$ cat src/rtl/serial_adder_pkg.sv
// Shared types and elaboration helpers for the digit-serial adder.
package serial_adder_pkg;

  typedef enum logic [1:0] {
    IDLE = 2'd0,
    RUN  = 2'd1,
    DONE = 2'd2
  } state_e;

  function automatic int ndig(input int width, input int digit);
    return width / digit;
  endfunction

  // Never returns 0 so a single-digit configuration still gets a 1-bit counter.
  function automatic int clog2_min1(input int n);
    int r;
    r = 0;
    while ((1 << r) < n) r++;
    return (r < 1) ? 1 : r;
  endfunction

  function automatic bit digit_ok(input int width, input int digit);
    return (width >= 1) && (digit >= 1) && (digit <= width) && ((width % digit) == 0);
  endfunction

endpackage

$ cat src/rtl/serial_adder_digit_adder.sv
// Combinational DIGIT-bit ripple-carry adder slice used by the serial datapath.
module digit_adder #(
  parameter int W = 4
) (
  input  logic [W-1:0] a,
  input  logic [W-1:0] b,
  input  logic         cin,
  output logic [W-1:0] sum,
  output logic         cout
);

  logic [W:0] c;

  always_comb begin
    c    = '0;
    sum  = '0;
    c[0] = cin;
    for (int i = 0; i < W; i++) begin
      sum[i]   = a[i] ^ b[i] ^ c[i];
      c[i+1]   = (a[i] & b[i]) | (c[i] & (a[i] ^ b[i]));
    end
    cout = c[W];
  end

endmodule

$ cat src/rtl/serial_adder.sv
// Digit-serial adder: adds two WIDTH-bit operands plus carry-in, DIGIT bits per
// clock, with valid/ready handshakes on the operand and result sides.
module serial_adder
  import serial_adder_pkg::*;
#(
  parameter int WIDTH = 32,
  parameter int DIGIT = 4
) (
  input  logic             i_clk,
  input  logic             i_rst_n,
  input  logic             i_valid,
  output logic             o_ready,
  input  logic [WIDTH-1:0] i_a,
  input  logic [WIDTH-1:0] i_b,
  input  logic             i_carry,
  output logic             o_valid,
  input  logic             i_ready,
  output logic [WIDTH-1:0] o_sum,
  output logic             o_carry,
  output logic             o_overflow,
  output logic             o_busy
);

  localparam int NDIG  = ndig(WIDTH, DIGIT);
  localparam int CNT_W = clog2_min1(NDIG);

  if (!digit_ok(WIDTH, DIGIT)) begin : g_bad_digit
    $fatal(1, "serial_adder: DIGIT must divide WIDTH");
  end

  state_e             state_q, state_d;
  logic [CNT_W-1:0]   cnt_q, cnt_d;
  logic               carry_q, carry_d;
  logic [WIDTH-1:0]   a_q, a_d;
  logic [WIDTH-1:0]   b_q, b_d;
  logic [WIDTH-1:0]   sum_q, sum_d;
  logic               a_sign_q, a_sign_d;
  logic               b_sign_q, b_sign_d;

  logic [DIGIT-1:0]   dig_sum;
  logic               dig_cout;
  logic               accept;

  digit_adder #(.W(DIGIT)) u_digit (
    .a    (a_q[DIGIT-1:0]),
    .b    (b_q[DIGIT-1:0]),
    .cin  (carry_q),
    .sum  (dig_sum),
    .cout (dig_cout)
  );

  assign accept = i_valid & o_ready;

  always_ff @(posedge i_clk or negedge i_rst_n) begin
    if (!i_rst_n) begin
      state_q  <= IDLE;
      cnt_q    <= '0;
      carry_q  <= 1'b0;
      a_q      <= '0;
      b_q      <= '0;
      sum_q    <= '0;
      a_sign_q <= 1'b0;
      b_sign_q <= 1'b0;
    end else begin
      state_q  <= state_d;
      cnt_q    <= cnt_d;
      carry_q  <= carry_d;
      a_q      <= a_d;
      b_q      <= b_d;
      sum_q    <= sum_d;
      a_sign_q <= a_sign_d;
      b_sign_q <= b_sign_d;
    end
  end

  always_comb begin
    state_d = state_q;
    case (state_q)
      IDLE:    if (accept) state_d = RUN;
      RUN:     if (cnt_q == CNT_W'(NDIG - 1)) state_d = DONE;
      DONE:    if (i_ready) state_d = IDLE;
      default: state_d = IDLE;
    endcase
  end

  // Operands drain from the bottom while finished digits enter the sum at the top.
  always_comb begin
    cnt_d    = cnt_q;
    carry_d  = carry_q;
    a_d      = a_q;
    b_d      = b_q;
    sum_d    = sum_q;
    a_sign_d = a_sign_q;
    b_sign_d = b_sign_q;
    if (state_q == IDLE && accept) begin
      a_d      = i_a;
      b_d      = i_b;
      carry_d  = i_carry;
      a_sign_d = i_a[WIDTH-1];
      b_sign_d = i_b[WIDTH-1];
      cnt_d    = '0;
    end else if (state_q == RUN) begin
      a_d     = a_q >> DIGIT;
      b_d     = b_q >> DIGIT;
      sum_d   = (sum_q >> DIGIT) | (WIDTH'(dig_sum) << (WIDTH - DIGIT));
      carry_d = dig_cout;
      cnt_d   = cnt_q + CNT_W'(1);
    end
  end

  always_comb begin
    o_ready    = (state_q == IDLE) && i_rst_n;
    o_valid    = (state_q == DONE);
    o_busy     = (state_q == RUN);
    o_sum      = sum_q;
    o_carry    = carry_q;
    o_overflow = (a_sign_q == b_sign_q) && (sum_q[WIDTH-1] != a_sign_q);
  end

endmodule

$ cat config.mk
export PLATFORM = sky130hd
export DESIGN_NAME = serial_adder
export DESIGN_NICKNAME = d
export VERILOG_FILES = /design/src/rtl/serial_adder_pkg.sv /design/src/rtl/serial_adder_digit_adder.sv /design/src/rtl/serial_adder.sv
export SDC_FILE = /design/constraint.sdc
export NUM_CORES = 1
export LEC_CHECK = 0
export CAP_MARGIN = 20
export CORE_ASPECT_RATIO = 0.6
export CORE_MARGIN = 5
export CORE_UTILIZATION = 35
export DETAILED_ROUTE_END_ITERATION = 8
export PLACE_DENSITY = 0.61
export SLEW_MARGIN = 5
export SYNTH_ARGS = -nofsm -noshare
export SYNTH_HDL_FRONTEND = slang
export SYNTH_SLANG_ARGS = --single-unit
$ cat constraint.sdc
create_clock -name i_clk -period 3.41 [get_ports i_clk]
set_input_delay 1.023 -clock i_clk [delete_from_list [all_inputs] [get_ports i_clk]]
set_output_delay 1.023 -clock i_clk [all_outputs]
set_load 0.02 [all_outputs]
==> impl_summary.log, run 1 <==
[metrics] Pre-antenna DRT Iters: 4
[metrics] kind of capture point of the worst setup path: primary output
[metrics] cell taking the most area after synthesis: sky130_fd_sc_hd__dfrtp_1
[metrics] yosys synthesis warning count: 0
[metrics] Final setup viols: 0
[metrics] worst hold path stage count: 2
[metrics] placer congestion estimate: 0.722
[metrics] worst vdd ir: 0.000310 V
[metrics] initial antenna violation count: 1
[metrics] r2r worst-path depth: 5
[metrics] start-to-end type of the worst setup path: in -> out
[metrics] Lkg Pwr: 2.80 nW
[metrics] worst hold slack across all endpoints: 481 ps
[metrics] via count of the first global-routing pass: 3410
[metrics] Synth Area per Inst: 10.2 um2
[metrics] number of instances in the synthesized netlist: 456
[metrics] number of nets at the end of the flow: 626
[metrics] final total power: 5.18 mW
[metrics] Critical R2R Launch: state_q[1]$_DFFE_PN0P_
[metrics] final critical delay including setup and external delays: 3000 ps
[metrics] synth unique cells: 25
[metrics] count of input and output buffers: 105
[metrics] maximum buffer depth of the clock tree: 2
[metrics] Clk Tree Root Cell: sky130_fd_sc_hd__clkbuf_16
[metrics] share of the cycle needed by the critical path after routing: 87.9%
[metrics] minimum setup slack among reg-to-reg paths: 1100 ps
[metrics] sequential area share after synthesis: 55.9%
[metrics] post-synthesis to final-layout area growth: 30.8%
[metrics] Mapped Nets: 531
[metrics] hold path start: o_sum[1]$_DFFE_PN0P_
[metrics] H-tree depth: 3
[metrics] capture instance of the worst register-to-register path: b_q[4]$_DFFE_PN0P_
[metrics] CTS sink cnt: 104
[metrics] clock transition time at the flip-flop clock pins of the worst setup and hold paths: 60 ps
[metrics] final number of max-transition violations: 0
[metrics] floorplan core area: 12900 um2
[metrics] number of placement rows: 32
[metrics] Detailed Route Iter0 Violations: 115
[metrics] per-cell via count in the routed design: 4.59
[metrics] post-synthesis register bit count: 104
[metrics] clock latency reported for the late side of the worst-skew pair: 340 ps
[metrics] Hold-fix buffers, CTS: 0
[metrics] Congestion Overflow GR: 0
[metrics] arrival time worst endpoint: 1970 ps
[metrics] number of buffers added by the clock tree synthesis step: 9
[metrics] routed wire length per instance: 14.3 um
[metrics] PD cells: 850 nW/um2
[metrics] final setup skew: 5.67 ps
[metrics] fraction of layout cells with a size suffix above 1: 6.47%
[metrics] outcome: complete, no violations
[metrics] unrepaired setup endpoints after global routing: no
[metrics] most area-consuming cells after synthesis: sky130_fd_sc_hd__dfrtp_1 (56%), sky130_fd_sc_hd__nand2_1 (13%), sky130_fd_sc_hd__mux2i_1 (12%)
[metrics] critical path startpoint category: primary input
[metrics] # Max-Cap Violations: 0
[metrics] maximum fanout along the worst path: 2
[metrics] number of fillers in the final layout: 1237
[metrics] worst-case hold path end point: o_sum[1]$_DFFE_PN0P_
[metrics] antenna violation net count after detailed routing: 0
[metrics] achievable frequency: 334 MHz
[metrics] clock tree from TritonCTS: done
[metrics] Least-Margin Pin Slew: 723 ps
[metrics] post-CTS resize count: 0
[metrics] routed via count: 3335
[metrics] hpwl dp: 7.51 mm
[metrics] total I/O pin count: 106
[metrics] share of Yosys cell area claimed by the top area cell type: 55.9%
[metrics] Diodes inserted: 0
[metrics] type of the worst min-delay path: reg -> reg
[metrics] number of setup buffers added after CTS: 0
[metrics] total die area: 15800 um2
[metrics] Vert. Die Dim: 99.4 um
[metrics] overall fraction of global-route tracks in use: 13.6%
[metrics] final sum of negative setup slack: 0 ps
[metrics] cell area after synthesis: 4660 um2
[metrics] maximum number of pins on one net before global-route repair: 79
[metrics] count of unresolved DRC violations after routing: 0
[metrics] starting density of the core: 36.0%
[metrics] x dimension of the die: 159 um
[metrics] aggregate routed wire length: 10.4 mm
[metrics] global-route wire length before repair: 17.6 mm
[metrics] remaining max-slew budget at the tightest pin: 51.8%
[metrics] Fin. Hold Viols: 0
[metrics] required time reported for the critical path endpoint: 2390 ps
-- layout by cell type (no fill, tap or decap), drive strengths merged --
cell           instances
a22o                   3
nor2b                  1
fa                     4
a21oi                  3
mux2                   2
o21bai                 1
o21ai                 66
clkinv                 3
xnor2                  1
mux2i                 56
nor4bb                 1
buf                   10
clkbuf                13
nand2b                 1
clkdlybuf4s50        104
nand2                167
inv                    9
nor3b                  2
nor2                   3
ha                     2
dfrtp                104
-- power breakdown --
part,internal [mW],switching (mW),total (mW)
clock,0.552,0.421,0.973
combinational,0.982,1.15,2.13
sequential,1.73,0.349,2.07
total,3.26,1.92,5.18
-- metrics by stage --
step                      instances  worst slack [ps]  utilization (%)  area, um2
after global placement          709               422             44.7       5780
after CTS                       725               408             46.9       6070
final                           726               414             47.1       6090
after global routing            726               350             47.1       6090
after detailed placement        709               427             44.7       5780
after floorplan                 456               843                -       4660
-- final cells by class --
| type | count | area [um2] | area share [%] |
|---|---|---|---|
| sequential | 104 | 2600 | 42.7 |
| multi-input combinational | 313 | 1800 | 29.5 |
| timing repair buffer | 114 | 1160 | 19.1 |
| clock buffer | 13 | 270 | 4.43 |
| tap | 170 | 213 | 3.49 |
| inverter | 9 | 36.3 | 0.595 |
| clock inverter | 3 | 15.0 | 0.246 |
-- metal layers --
| metal | vias to the layer above | GRT usage, % | wire length [um] |
|---|---|---|---|
| met1 | 1562 | 20.0 | 5280 |
| met3 | 9 | 4.72 | 613 |
| met4 | 2 | 2.75 | 54 |
| li1 | 1683 | - | - |
| met2 | 79 | 19.5 | 4430 |
| met5 | - | 0 | 13 |
-- state kept, by name (all words and copies together) (netlist names) --
name / count
o_sum: 32
state_q: 2
a_sign_q: 1
b_q: 32
a_q: 32
cnt_q: 3
b_sign_q: 1
o_carry: 1
-- worst max-delay path: stages --
cell,delay [ps]
sky130_fd_sc_hd__buf_4,90
sky130_fd_sc_hd__nor3b_1,200
sky130_fd_sc_hd__clkdlybuf4s50_1,650
-- how the worst max path moves through the flow --
stage            start      end
2_1_floorplan  i_rst_n  o_ready
3_3_place_gp   i_rst_n  o_ready
3_5_place_dp   i_rst_n  o_ready
4_1_cts        i_rst_n  o_ready
5_1_grt        i_rst_n  o_ready
6_report       i_rst_n  o_ready
-- kinds of logic after synthesis --
kind of cell             count (synthesis)  share of synthesized area (%)
AND/OR/NAND/NOR                        175                           14.5
flip-flops                             104                           55.9
AO/OA/AOI/OAI                           73                           8.62
multiplexers                            58                           12.5
buffers and inverters                   39                           6.07
adder cells (fa/ha/maj)                  6                           2.26
XOR/XNOR                                 1                          0.188
-- synth_stat cells --
| cell | number |
|---|---|
| sky130_fd_sc_hd__mux2_2 | 2 |
| sky130_fd_sc_hd__o21ai_1 | 38 |
| sky130_fd_sc_hd__nand2_1 | 167 |
| sky130_fd_sc_hd__dfrtp_1 | 104 |
| sky130_fd_sc_hd__buf_8 | 1 |
| sky130_fd_sc_hd__nor4bb_1 | 1 |
| sky130_fd_sc_hd__nor3b_1 | 2 |
| sky130_fd_sc_hd__fa_1 | 4 |
| sky130_fd_sc_hd__inv_1 | 8 |
| sky130_fd_sc_hd__inv_4 | 1 |
| sky130_fd_sc_hd__buf_4 | 7 |
| sky130_fd_sc_hd__ha_1 | 2 |
| sky130_fd_sc_hd__a22o_1 | 3 |
| sky130_fd_sc_hd__nor2b_1 | 1 |
| sky130_fd_sc_hd__buf_6 | 11 |
| sky130_fd_sc_hd__a21oi_1 | 3 |
| sky130_fd_sc_hd__nor2_1 | 3 |
| sky130_fd_sc_hd__o21ai_0 | 22 |
| sky130_fd_sc_hd__buf_2 | 5 |
| sky130_fd_sc_hd__xnor2_1 | 1 |
| sky130_fd_sc_hd__o21ai_2 | 6 |
| sky130_fd_sc_hd__clkbuf_2 | 6 |
| sky130_fd_sc_hd__nand2b_1 | 1 |
| sky130_fd_sc_hd__mux2i_1 | 56 |
| sky130_fd_sc_hd__o21bai_1 | 1 |
Power figures use the tool's default switching activity.
==> run 2: changes to the inputs <==
--- a/config.mk
+++ b/config.mk
@@ -11,7 +11,6 @@
 export CORE_UTILIZATION = 35
 export DETAILED_ROUTE_END_ITERATION = 8
 export PLACE_DENSITY = 0.61
-export SLEW_MARGIN = 5
 export SYNTH_ARGS = -nofsm -noshare
 export SYNTH_HDL_FRONTEND = slang
 export SYNTH_SLANG_ARGS = --single-unit
==> run 2 against run 1 <==
  * Die area unchanged
  * Highest routed layer unchanged
  * Critical path type unchanged
  * Sequential share of layout area did not move
  * Maximum frequency up 0.29%
  * Largest cell class unchanged
  * Cell count is the same
  * Wire length hardly changed
  * Sequential power about the same
  * Utilization unchanged
  * Register-to-register slack is essentially flat
==> impl_summary.log, run 2 (synthesized netlist as in run 1, its figures left out) <==
[metrics] antenna violation net count after detailed routing: 0
[metrics] hpwl dp: 7.51 mm
[metrics] worst vdd ir: 0.000310 V
[metrics] sequential share of power: 40.0%
[metrics] share of the cycle needed by the critical path after routing: 87.6%
[metrics] overall fraction of global-route tracks in use: 13.6%
[metrics] switching part of the total power: 37.1%
[metrics] maximum number of pins on one net before global-route repair: 79
[metrics] critical path startpoint category: primary input
[metrics] fraction of layout cells with a size suffix above 1: 6.47%
[metrics] CTS sink cnt: 104
[metrics] total I/O pin count: 106
[metrics] initial antenna violation count: 1
[metrics] total die area: 15800 um2
[metrics] combinational share of power: 41.2%
[metrics] count of unresolved DRC violations after routing: 0
[metrics] Final setup viols: 0
[metrics] Diodes inserted: 0
[metrics] fraction of the core area covered by cells at the end of the flow: 47.1%
[metrics] x dimension of the die: 159 um
[metrics] Vert. Die Dim: 99.4 um
[metrics] switching pwr: 1.92 mW
[metrics] starting density of the core: 36.0%
[metrics] Pre-antenna DRT Iters: 4
[metrics] number of buffers added by the clock tree synthesis step: 9
[metrics] Clock Power Share: 18.8%
[metrics] clock latency reported for the late side of the worst-skew pair: 340 ps
[metrics] post-CTS resize count: 0
[metrics] Clk Tree Root Cell: sky130_fd_sc_hd__clkbuf_16
[metrics] Congestion Overflow GR: 0
[metrics] H-tree depth: 3
[metrics] Least-Margin Pin Slew: 722 ps
[metrics] start-to-end type of the worst setup path: in -> out
[metrics] outcome: complete, no violations
[metrics] count of input and output buffers: 105
[metrics] Hold-fix buffers, CTS: 0
[metrics] clock transition time at the flip-flop clock pins of the worst setup and hold paths: 60 ps
[metrics] number of fillers in the final layout: 1238
[metrics] Fin. Hold Viols: 0
[metrics] remaining max-slew budget at the tightest pin: 51.8%
[metrics] aggregate routed wire length: 10.4 mm
[metrics] post-synthesis to final-layout area growth: 30.8%
[metrics] placer congestion estimate: 0.722
[metrics] final critical delay including setup and external delays: 2990 ps
[metrics] per-cell via count in the routed design: 4.59
[metrics] type of the worst min-delay path: reg -> reg
[metrics] maximum buffer depth of the clock tree: 2
[metrics] Internal Dissipation: 3.26 mW
[metrics] minimum setup slack among reg-to-reg paths: 1100 ps
[metrics] number of setup buffers added after CTS: 0
[metrics] achievable frequency: 335 MHz
[metrics] global-route wire length before repair: 17.6 mm
[metrics] routed via count: 3334
[metrics] final sum of negative setup slack: 0 ps
[metrics] final setup skew: 5.67 ps
[metrics] via count of the first global-routing pass: 3410
[metrics] # Max-Cap Violations: 0
[metrics] most common cell after layout, fill and taps aside: sky130_fd_sc_hd__nand2_1
[metrics] floorplan core area: 12900 um2
[metrics] final number of max-transition violations: 0
[metrics] number of placement rows: 32
[metrics] routed wire length per instance: 14.3 um
[metrics] number of nets at the end of the flow: 626
[metrics] clock tree from TritonCTS: done
[metrics] leading cell types in the layout, fill and taps excluded: sky130_fd_sc_hd__nand2_1 (167), sky130_fd_sc_hd__dfrtp_1 (104), sky130_fd_sc_hd__clkdlybuf4s50_1 (104), sky130_fd_sc_hd__mux2i_1 (56), sky130_fd_sc_hd__o21ai_1 (38)
[metrics] unrepaired setup endpoints after global routing: no
[metrics] required time reported for the critical path endpoint: 2390 ps
[metrics] Detailed Route Iter0 Violations: 133
[metrics] maximum fanout along the worst path: 2
[metrics] arrival time worst endpoint: 1960 ps
[metrics] kind of capture point of the worst setup path: primary output
[metrics] worst hold slack across all endpoints: 481 ps
[metrics] Lkg Pwr: 2.80 nW
[metrics] PD cells: 850 nW/um2
## run 2: final cells by class
type | count | area [um2] | area share (%)
flip-flops and latches | 104 | 2600 | 42.7
multi-input cells | 313 | 1800 | 29.5
repair buffers | 114 | 1160 | 19.1
clock buffers | 13 | 270 | 4.43
well taps | 170 | 213 | 3.49
inverters | 9 | 36.3 | 0.595
clock inverters | 3 | 15.0 | 0.246
## run 2: worst paths after layout
kind                                         from               endpoint  cells past startpoint
hold reg to reg              o_sum[1]$_DFFE_PN0P_   o_sum[1]$_DFFE_PN0P_                      2
setup / recovery                          i_rst_n                o_ready                      3
hold / removal               o_sum[1]$_DFFE_PN0P_   o_sum[1]$_DFFE_PN0P_                      2
max in group asynchronous                 i_rst_n    b_q[15]$_DFFE_PN0P_                      4
setup reg to reg           state_q[1]$_DFFE_PN0P_     b_q[4]$_DFFE_PN0P_                      5
min in group asynchronous                 i_rst_n  o_sum[19]$_DFFE_PN0P_                      2
## run 2: metal layers
layer	vias up	track usage, %	share of wire (%)
met5	-	0	0.13
met4	2	2.75	0.52
met3	9	4.72	6.1
met2	77	19.5	43
met1	1563	20.0	51
li1	1683	-	-
## run 2: power by group through the flow
stage                     clock network, mW  registers [mW]  logic [mW]
after detailed placement                  0            2.11        2.18
after global placement                    0            2.08        2.12
after CTS                              1.01            2.08        2.18
final                                 0.972            2.08        2.14
after floorplan                           0            2.17        1.40
after global routing                   1.06            2.15        2.41
## run 2: stage by stage
step / setup WS, ps / instance area (um2) / cells / power (mW)
floorplan: 843 / 4660 / 456 / 3.57
global placement: 422 / 5780 / 709 / 4.20
detailed placement: 427 / 5780 / 709 / 4.29
CTS: 408 / 6070 / 725 / 5.28
global route: 350 / 6090 / 726 / 5.61
finish: 423 / 6090 / 726 / 5.18
## run 2: worst max-delay path: stages
cell and delay, ps:
sky130_fd_sc_hd__buf_4 90, sky130_fd_sc_hd__nor3b_1 200, sky130_fd_sc_hd__clkdlybuf4s50_1 650
